===== config.mk =====
export PLATFORM = sky130hd
export DESIGN_NAME = qam16_frame_tx_flat
export DESIGN_NICKNAME = d
export VERILOG_FILES = /design/src/rtl/qam16_frame_tx_if.sv /design/src/rtl/qam16_frame_tx.sv /design/src/flat_wrapper.sv
export SDC_FILE = /design/constraint.sdc
export NUM_CORES = 1
export LEC_CHECK = 0
export CORE_ASPECT_RATIO = 1.75
export CORE_MARGIN = 5
export CORE_UTILIZATION = 50
export DETAILED_ROUTE_END_ITERATION = 12
export PLACE_DENSITY = 0.81
export SLEW_MARGIN = 20
export SYNTH_ARGS = -nofsm -noshare
export SYNTH_HDL_FRONTEND = slang
export SYNTH_SLANG_ARGS = --single-unit

===== constraint.sdc =====
create_clock -name clk -period 4.81 [get_ports clk]
set_clock_uncertainty 0.15 [all_clocks]
set_input_delay 0.962 -clock clk [delete_from_list [all_inputs] [get_ports clk]]
set_output_delay 0.962 -clock clk [all_outputs]
set_load 0.02 [all_outputs]

===== src/rtl/qam16_frame_tx_if.sv =====
// Symbol-rate control and I/Q output bundle for qam16_frame_tx.
// Handshake: start is a level request sampled only on clk_en edges; every output is registered and changes only on those edges.
interface qam16_frame_tx_if;
    logic               clk_en;
    logic               start;
    logic signed [17:0] i_out;
    logic signed [17:0] q_out;
    logic [3:0]         sym_out;
    logic               frame_sync;
    logic               payload_valid;
    logic               busy;
    logic [1:0]         fsm_state;

    modport master (
        input  clk_en, start,
        output i_out, q_out, sym_out, frame_sync, payload_valid, busy, fsm_state
    );

    modport slave (
        output clk_en, start,
        input  i_out, q_out, sym_out, frame_sync, payload_valid, busy, fsm_state
    );
endinterface


===== src/rtl/qam16_frame_tx.sv =====
// 16-QAM frame source: calibration preamble, LFSR payload, silent gap.
// Define QAM_TX_PREAMBLE_EN to include the preamble; without it frames start directly with payload.
module qam16_frame_tx #(
    parameter int                 PREAMBLE_LEN = 64,
    parameter int                 PAYLOAD_LEN  = 1024,
    parameter int                 GAP_LEN      = 16,
    parameter logic signed [17:0] AMP_A        = 18'sd32768,
    parameter logic [21:0]        LFSR_SEED    = 22'h000001
) (
    input  logic              clk,
    input  logic              reset,
    qam16_frame_tx_if.master  bus
);

    typedef enum logic [1:0] {IDLE, PREAMBLE, PAYLOAD, GAP} state_t;

    localparam int CNT_W = $clog2(PREAMBLE_LEN + PAYLOAD_LEN + GAP_LEN + 1);
    localparam logic [CNT_W-1:0] PAY_LAST = CNT_W'(PAYLOAD_LEN - 1);
    localparam logic [CNT_W-1:0] GAP_LAST = CNT_W'(GAP_LEN - 1);
`ifdef QAM_TX_PREAMBLE_EN
    localparam logic [CNT_W-1:0] PRE_LAST = CNT_W'(PREAMBLE_LEN - 1);
`endif
    localparam logic signed [17:0] AMP_3A = (AMP_A <<< 1) + AMP_A;

    state_t           state, state_n;
    logic [CNT_W-1:0] cnt, cnt_n;
    logic [21:0]      lfsr, lfsr_n, lfsr_adv;
    logic [3:0]       sym_n;
    logic             fs_n, pv_n, on_air_n, launch;

    function automatic logic signed [17:0] gray_level(input logic [1:0] b);
        case (b)
            2'b00:   return -AMP_3A;
            2'b01:   return -AMP_A;
            2'b11:   return AMP_A;
            default: return AMP_3A;
        endcase
    endfunction

    assign lfsr_adv      = {lfsr[20:0], lfsr[21] ^ lfsr[20]};
    assign bus.fsm_state = state;

    // cnt is the index of the symbol currently on the outputs within its state.
    always_comb begin
        state_n  = state;
        cnt_n    = cnt;
        lfsr_n   = lfsr;
        sym_n    = 4'b0000;
        fs_n     = 1'b0;
        pv_n     = 1'b0;
        on_air_n = 1'b0;
        launch   = 1'b0;
        case (state)
            IDLE: launch = bus.start;
`ifdef QAM_TX_PREAMBLE_EN
            PREAMBLE: begin
                on_air_n = 1'b1;
                if (cnt == PRE_LAST) begin
                    state_n = PAYLOAD;
                    cnt_n   = '0;
                    sym_n   = lfsr[3:0];
                    lfsr_n  = lfsr_adv;
                    pv_n    = 1'b1;
                end else begin
                    cnt_n = cnt + 1'b1;
                    sym_n = cnt[0] ? 4'b1010 : 4'b0000;
                end
            end
`endif
            PAYLOAD: begin
                if (cnt == PAY_LAST) begin
                    state_n = GAP;
                    cnt_n   = '0;
                end else begin
                    cnt_n    = cnt + 1'b1;
                    sym_n    = lfsr[3:0];
                    lfsr_n   = lfsr_adv;
                    pv_n     = 1'b1;
                    on_air_n = 1'b1;
                end
            end
            GAP: begin
                if (cnt == GAP_LAST) begin
                    launch  = bus.start;
                    state_n = IDLE;
                    cnt_n   = '0;
                end else begin
                    cnt_n = cnt + 1'b1;
                end
            end
            default: state_n = IDLE;
        endcase
        // Launch overrides the IDLE/GAP defaults so back-to-back frames need no idle symbol.
        if (launch) begin
            cnt_n    = '0;
            fs_n     = 1'b1;
            on_air_n = 1'b1;
`ifdef QAM_TX_PREAMBLE_EN
            state_n  = PREAMBLE;
            sym_n    = 4'b1010;
`else
            state_n  = PAYLOAD;
            sym_n    = lfsr[3:0];
            lfsr_n   = lfsr_adv;
            pv_n     = 1'b1;
`endif
        end
    end

    always_ff @(posedge clk or posedge reset) begin
        if (reset) begin
            state             <= IDLE;
            cnt               <= '0;
            lfsr              <= LFSR_SEED;
            bus.sym_out       <= 4'b0000;
            bus.i_out         <= '0;
            bus.q_out         <= '0;
            bus.frame_sync    <= 1'b0;
            bus.payload_valid <= 1'b0;
            bus.busy          <= 1'b0;
        end else if (bus.clk_en) begin
            state             <= state_n;
            cnt               <= cnt_n;
            lfsr              <= lfsr_n;
            bus.sym_out       <= sym_n;
            bus.i_out         <= on_air_n ? gray_level(sym_n[3:2]) : 18'sd0;
            bus.q_out         <= on_air_n ? gray_level(sym_n[1:0]) : 18'sd0;
            bus.frame_sync    <= fs_n;
            bus.payload_valid <= pv_n;
            bus.busy          <= (state_n != IDLE);
        end
    end

endmodule


===== src/flat_wrapper.sv =====
// flat-port wrapper written by rule: the top's interface ports become plain ports
module qam16_frame_tx_flat 
#(
    parameter int                 PREAMBLE_LEN = 64,
    parameter int                 PAYLOAD_LEN  = 1024,
    parameter int                 GAP_LEN      = 16,
    parameter logic signed [17:0] AMP_A        = 18'sd32768,
    parameter logic [21:0]        LFSR_SEED    = 22'h000001
)
  (clk, reset, bus_clk_en, bus_start, bus_i_out, bus_q_out, bus_sym_out, bus_frame_sync, bus_payload_valid, bus_busy, bus_fsm_state);
  qam16_frame_tx_if bus_i ();
  input  logic clk;
  input  logic reset;
  input wire logic [$bits(bus_i.clk_en)-1:0] bus_clk_en;
  input wire logic [$bits(bus_i.start)-1:0] bus_start;
  output wire logic [$bits(bus_i.i_out)-1:0] bus_i_out;
  output wire logic [$bits(bus_i.q_out)-1:0] bus_q_out;
  output wire logic [$bits(bus_i.sym_out)-1:0] bus_sym_out;
  output wire logic [$bits(bus_i.frame_sync)-1:0] bus_frame_sync;
  output wire logic [$bits(bus_i.payload_valid)-1:0] bus_payload_valid;
  output wire logic [$bits(bus_i.busy)-1:0] bus_busy;
  output wire logic [$bits(bus_i.fsm_state)-1:0] bus_fsm_state;
  assign bus_i.clk_en = bus_clk_en;
  assign bus_i.start = bus_start;
  assign bus_i_out = bus_i.i_out;
  assign bus_q_out = bus_i.q_out;
  assign bus_sym_out = bus_i.sym_out;
  assign bus_frame_sync = bus_i.frame_sync;
  assign bus_payload_valid = bus_i.payload_valid;
  assign bus_busy = bus_i.busy;
  assign bus_fsm_state = bus_i.fsm_state;
  qam16_frame_tx #(.PREAMBLE_LEN(PREAMBLE_LEN), .PAYLOAD_LEN(PAYLOAD_LEN), .GAP_LEN(GAP_LEN), .AMP_A(AMP_A), .LFSR_SEED(LFSR_SEED)) u_core (.clk(clk), .reset(reset), .bus(bus_i));
endmodule

* After elaboration in Yosys (flattened, before gate mapping)
Index checks and enable logic that the tools add are counted.
Storage, ports and cells: flip-flop bits (word level) 78, input bits 4, output and inout port bits 45, word-level logic and storage cells 52
Cells by class: $add $sub $neg 1, eq/ne operators 9, mux-type cells 24, bitwise logic cells 1, reduce and logical (&&, ||, !) cells 8
Operators by type and width (number):
- 18-bit one-hot mux with 3 select lines | 2
- 22-bit 2-to-1 mux | 3
- 18-bit 2-to-1 mux | 2
- 11-bit 2-to-1 mux | 3
- 11-bit one-hot mux with 2 select lines | 1
- 4-bit 2-to-1 mux | 3
- 11-bit by 1-bit adder with 11-bit output (second input constant) | 1
- 11-bit by 10-bit equality test with 1-bit output (second input constant) | 1
- 11-bit by 4-bit equality test with 1-bit output (second input constant) | 1
- 2-bit equality test (second input constant) | 4
- 2-bit zero test | 3
- 2-bit 2-to-1 mux | 3
- 2-bit one-hot mux with 3 select lines | 1
- 1-bit 2-to-1 mux | 5
- 2-bit by 1-bit equality test with 1-bit output (second input constant) | 2
- 2-bit nonzero test | 2
- 3-bit AND reduction | 1
- 3-bit nonzero test | 1
- 2-bit by 1-bit inequality test with 1-bit output (second input constant) | 1
- 1-bit one-hot mux with 2 select lines | 1
- 2-bit AND reduction | 1
- 1-bit XOR | 1

* Depth between registers and ports, before layout
depth in word-level cells 7, gate-level depth with buffers 10, gate-level depth less buffers 10

* Worst setup path after synthesis
OpenSTA, ideal clock, no wires.
path kind reg2reg, start register u_core.cnt[0], end register u_core.bus.i_out[17], library setup time 110 ps, data arrival time 2226 ps, required time 4550 ps, path slack 2324 ps, stages on the path, launching flop included 9, path buffers 0, clock period less this slack 2486 ps, cells stage by stage dfrtp_1 > ha_1 > nand3_2 > or4_4 > a2bb2oi_4 > nand2b_1 > inv_1 > ha_1 > o41ai_1
Between the ends: longest elaborated chain between the ends 7, elaborated cells on any way between the ends 15, those cells by class eq/ne: 4; mux: 10; reduce/logical: 1
Ends and longest elaborated chain:
- start: declaration | line qam16_frame_tx.sv:26 | logic [CNT_W-1:0] cnt, cnt_n;
- start signal: assignment | line qam16_frame_tx.sv:123 | cnt <= cnt_n;
- 11-bit by 4-bit equality test with 1-bit output or 11-bit by 10-bit equality test with 1-bit output (tied branches) | line qam16_frame_tx.sv:83, qam16_frame_tx.sv:71
- 1-bit 2-to-1 mux or 4-bit 2-to-1 mux (tied branches) | line qam16_frame_tx.sv:83, qam16_frame_tx.sv:71
- 1-bit one-hot mux with 2 select lines or 4-bit 2-to-1 mux (tied branches) | line qam16_frame_tx.sv:53 | case (state)
- 4-bit 2-to-1 mux (*) | line qam16_frame_tx.sv:94 | if (launch) begin
- named net u_core.sym_n[3] | line qam16_frame_tx.sv:28 | logic [3:0] sym_n;
- 2-bit equality test (tied with other cells) | line qam16_frame_tx.sv:32 | case (b)
- 18-bit one-hot mux with 3 select lines (*) | line qam16_frame_tx.sv:32
- 18-bit 2-to-1 mux (*) | line qam16_frame_tx.sv:126 | bus.i_out <= on_air_n ? gray_level(sym_n[3:2]) : 18'sd0;
- end signal: assignment | line qam16_frame_tx.sv:126
- end: declaration | line qam16_frame_tx_if.sv:16 | output i_out, q_out, sym_out, frame_sync, payload_valid, busy, fsm_state
Mark *: on every way through the listed nets, which the timed path passes. The rest lies on a longest branch. A chain may end at the register's enable or synchronous reset.

* Final worst setup path
start input bus_clk_en, end register u_core.lfsr[12]
Between the ends: longest elaborated chain between the ends 1
Ends and longest elaborated chain:
- start: declaration | line flat_wrapper.sv:14 | input wire logic [$bits(bus_i.clk_en)-1:0] bus_clk_en;
- 3-bit AND reduction (no source line)
- end signal: assignment | line qam16_frame_tx.sv:124 | lfsr <= lfsr_n;
- end: declaration | line qam16_frame_tx.sv:27 | logic [21:0] lfsr, lfsr_n, lfsr_adv;
Every way passes these cells.

==> impl_metrics.tcl <==
set metrics [dict create \
    post_drt_wl_per_cell_um 14.2 \
    fin_ws_ps 1930 \
    netlist.area_leader.share_pct 44.6 \
    gp_congestion 0.857 \
    grt_max_degree 47 \
    regArea_mm2 0.00115 \
    hp-start "u_core.lfsr[2]" \
    pre_cts_slack_ps 1620 \
    swShare_pct 35.6 \
    grt_overflow 0 \
    portBuffers 18 \
    slew_headroom_pct 48.0 \
    path_max_fanout 27 \
    via_count 1595 \
    worst_r2r_path_depth 8 \
    core_mm2 0.00493 \
    cts_hold_buf 0 \
    drv_cap 0 \
    nNetsFinal 268 \
    die_h_um 104 \
    required_ps 4840 \
    num-fill-cells 446 \
    fmax_mhz 347 \
    wirelength_mm 4.36 \
    root_buffer "clkbuf_8" \
    synth_top_cell_by_area "dfrtp_1" \
    clk_latency_ps 290 \
    rows 34 \
    placed_cells 300 \
    track_usage_pct 13.4 \
    ctsResizeCount 0 \
    htreeDepth 2 \
    end_kind "flip-flop" \
    power.net_switching_mw 0.486 \
    synthTopCellsByArea "dfrtp_1 (45%), buf_4 (9.5%), mux2_4 (6.5%)" \
    clockBufferDepth 2 \
    drtIter0Drc 50 \
    route.detailed.drc 0 \
    status "complete, no violations" \
    p_int_mw 0.879 \
    ff2ff_setup_slack_ps 2020 \
    syn_area_mm2 0.00252 \
    antenna_left 0 \
    first_global_vias 1582 \
    layout_commonest_cell "dfrtp_1" \
    slew_violations 0 \
    antennaDiodeCount 0 \
    reg2reg_to "u_core.bus.q_out[17]" \
    drive_gt1_share_pct 14.2 \
    ir_drop_v 0.000288 \
    path_clk_slew_ps 80 \
    postSynthAreaPerCell_um2 10.8 \
    tritoncts "built" \
    pin_count 49 \
    setup_viol 0 \
    min_period_ps 2880 \
    ys_async_sr_fraction_pct 100 \
    cp-startpoint "bus_clk_en" \
    die_w_um 63.7 \
    die-area_mm2 0.00662 \
    yosysWarnings 0 \
    grt_pass1_wl_mm 7.30 \
    instances_no_fill 308 \
    p_leak_nw 1.29 \
    worstHoldPathType "flip-flop to flip-flop" \
    dp_hpwl_mm 3.24 \
    firstDrtPassIters 5 \
    hold_end "u_core.bus.sym_out[2]" \
    p_per_area_mw_per_mm2 503 \
    antenna_found_initial 0 \
    synth-edff-count 0 \
    seq_area_frac_synth_pct 45.7 \
    fin_crit_sh_pct 59.9 \
    mostFrequentLayoutCells "dfrtp_1 (45), conb_1 (30), inv_1 (18), clkdlybuf4s50_1 (18), nand2_1 (14)" \
    cts_made_buffers 5 \
    post_cts.repair.setup_buffers 0 \
    ys_types 47 \
    p_clk_share_pct 17.5 \
    synth-main-ff-cell "dfrtp_1" \
    vias_per_cell 5.18 \
    hold_viol 0 \
    cts.sinks 46 \
    syn_inst 234 \
    seqPwrFrac_pct 43.8 \
    area_growth_syn_to_layout_pct 7.64 \
    rr_startpoint "u_core.cnt[0]" \
    worst_pin_slew_ps 778 \
    utilization_pct 55.0 \
    ys_seq_elements 46 \
    start_kind "primary input" \
    multi_input_area_mm2 0.00113 \
    rsz0062_at_grt "false" \
    pwr-share-comb_pct 38.6 \
    fin_setup_tns_ps 0 \
    initial_core_util_pct 51.1 \
    whs_path_depth 1 \
    crit_type "primary input to flip-flop" \
    cp.arrival_ps 2910 \
    hold_ws_ps 346 \
]
[metal layers]
layer	up-vias	track usage (%)	share of wire, %
met3	6	3.46	3.4
met5	-	0	0
li1	778	-	-
met1	779	14.4	38
met4	0	5.65	1.1
met2	32	24.1	58
[flip-flops by register name (all words and copies together), names as in the netlist]
register	cells
u_core.lfsr	22
u_core.bus.q_out	3
u_core.bus.sym_out	4
u_core.bus.i_out	2
u_core.bus.fsm_state	2
u_core.cnt	11
u_core.bus.busy	1
u_core.bus.frame_sync	1
[logic make-up after synthesis]
logic type	synth area share, %
buffers and inverters	13.8
xor gates and xnor gates	1.04
other	0.149
adders and majority gates	5.46
AOI/OAI and AO/OA	12.5
muxes	10.1
DFF	45.7
and+or+nand+nor	11.2
[metrics by stage]
stage / instance area (um^2) / total power, mW
3_5_place_dp: 2620 / 1.14
4_1_cts: 2720 / 1.38
6_report: 2720 / 1.36
3_3_place_gp: 2620 / 1.12
2_1_floorplan: 2630 / 0.994
5_1_grt: 2720 / 1.46
[critical path, cell delays in order]
cell and delay (ps):
clkdlybuf4s50_1 640, inv_2 220, nor2_4 670, mux2_2 410
[power groups by stage]
stage	Combinational [mW]	Sequential, mW	Clock (mW)
floorplan	0.368	0.626	0
global placement	0.514	0.601	0
detailed placement	0.533	0.604	0
CTS	0.533	0.599	0.251
global route	0.576	0.616	0.266
finish	0.527	0.598	0.239
[cells in the mapped netlist, drive strengths merged, types with 2 or more instances]
cell / n
o21a: 2
nand3: 5
o41ai: 2
clkbuf: 3
xor2: 2
a21oi: 4
buf: 34
nor3: 5
nor2b: 2
a31oi: 2
nand4: 3
nor2: 13
a21o: 2
or3: 2
a22o: 5
inv: 20
ha: 11
nand2: 14
o31ai: 4
o22ai: 4
o21ai: 11
nand2b: 3
dfrtp: 45
mux2: 18
o211ai: 2
[worst max path at each step]
| stage | endpoint | slack [ps] | cells past startpoint |
|---|---|---|---|
| finish | u_core.lfsr[12] | 1930 | 4 |
| global route | u_core.lfsr[14] | 1800 | 4 |
| CTS | u_core.lfsr[12] | 1940 | 4 |
| detailed placement | u_core.lfsr[16] | 1620 | 4 |
| global placement | u_core.lfsr[11] | 1690 | 4 |
| floorplan | u_core.bus.i_out[17] | 2320 | 8 |
[final cells by class]
cell class	count	share of cell area, %
clock inverters	2	0.461
inverters	20	2.76
well taps	54	2.49
repair buffers	20	7.19
clock buffers	6	3.04
flip-flops and latches	46	42.4
multi-input cells	160	41.6
Power figures use the tool's default switching activity.
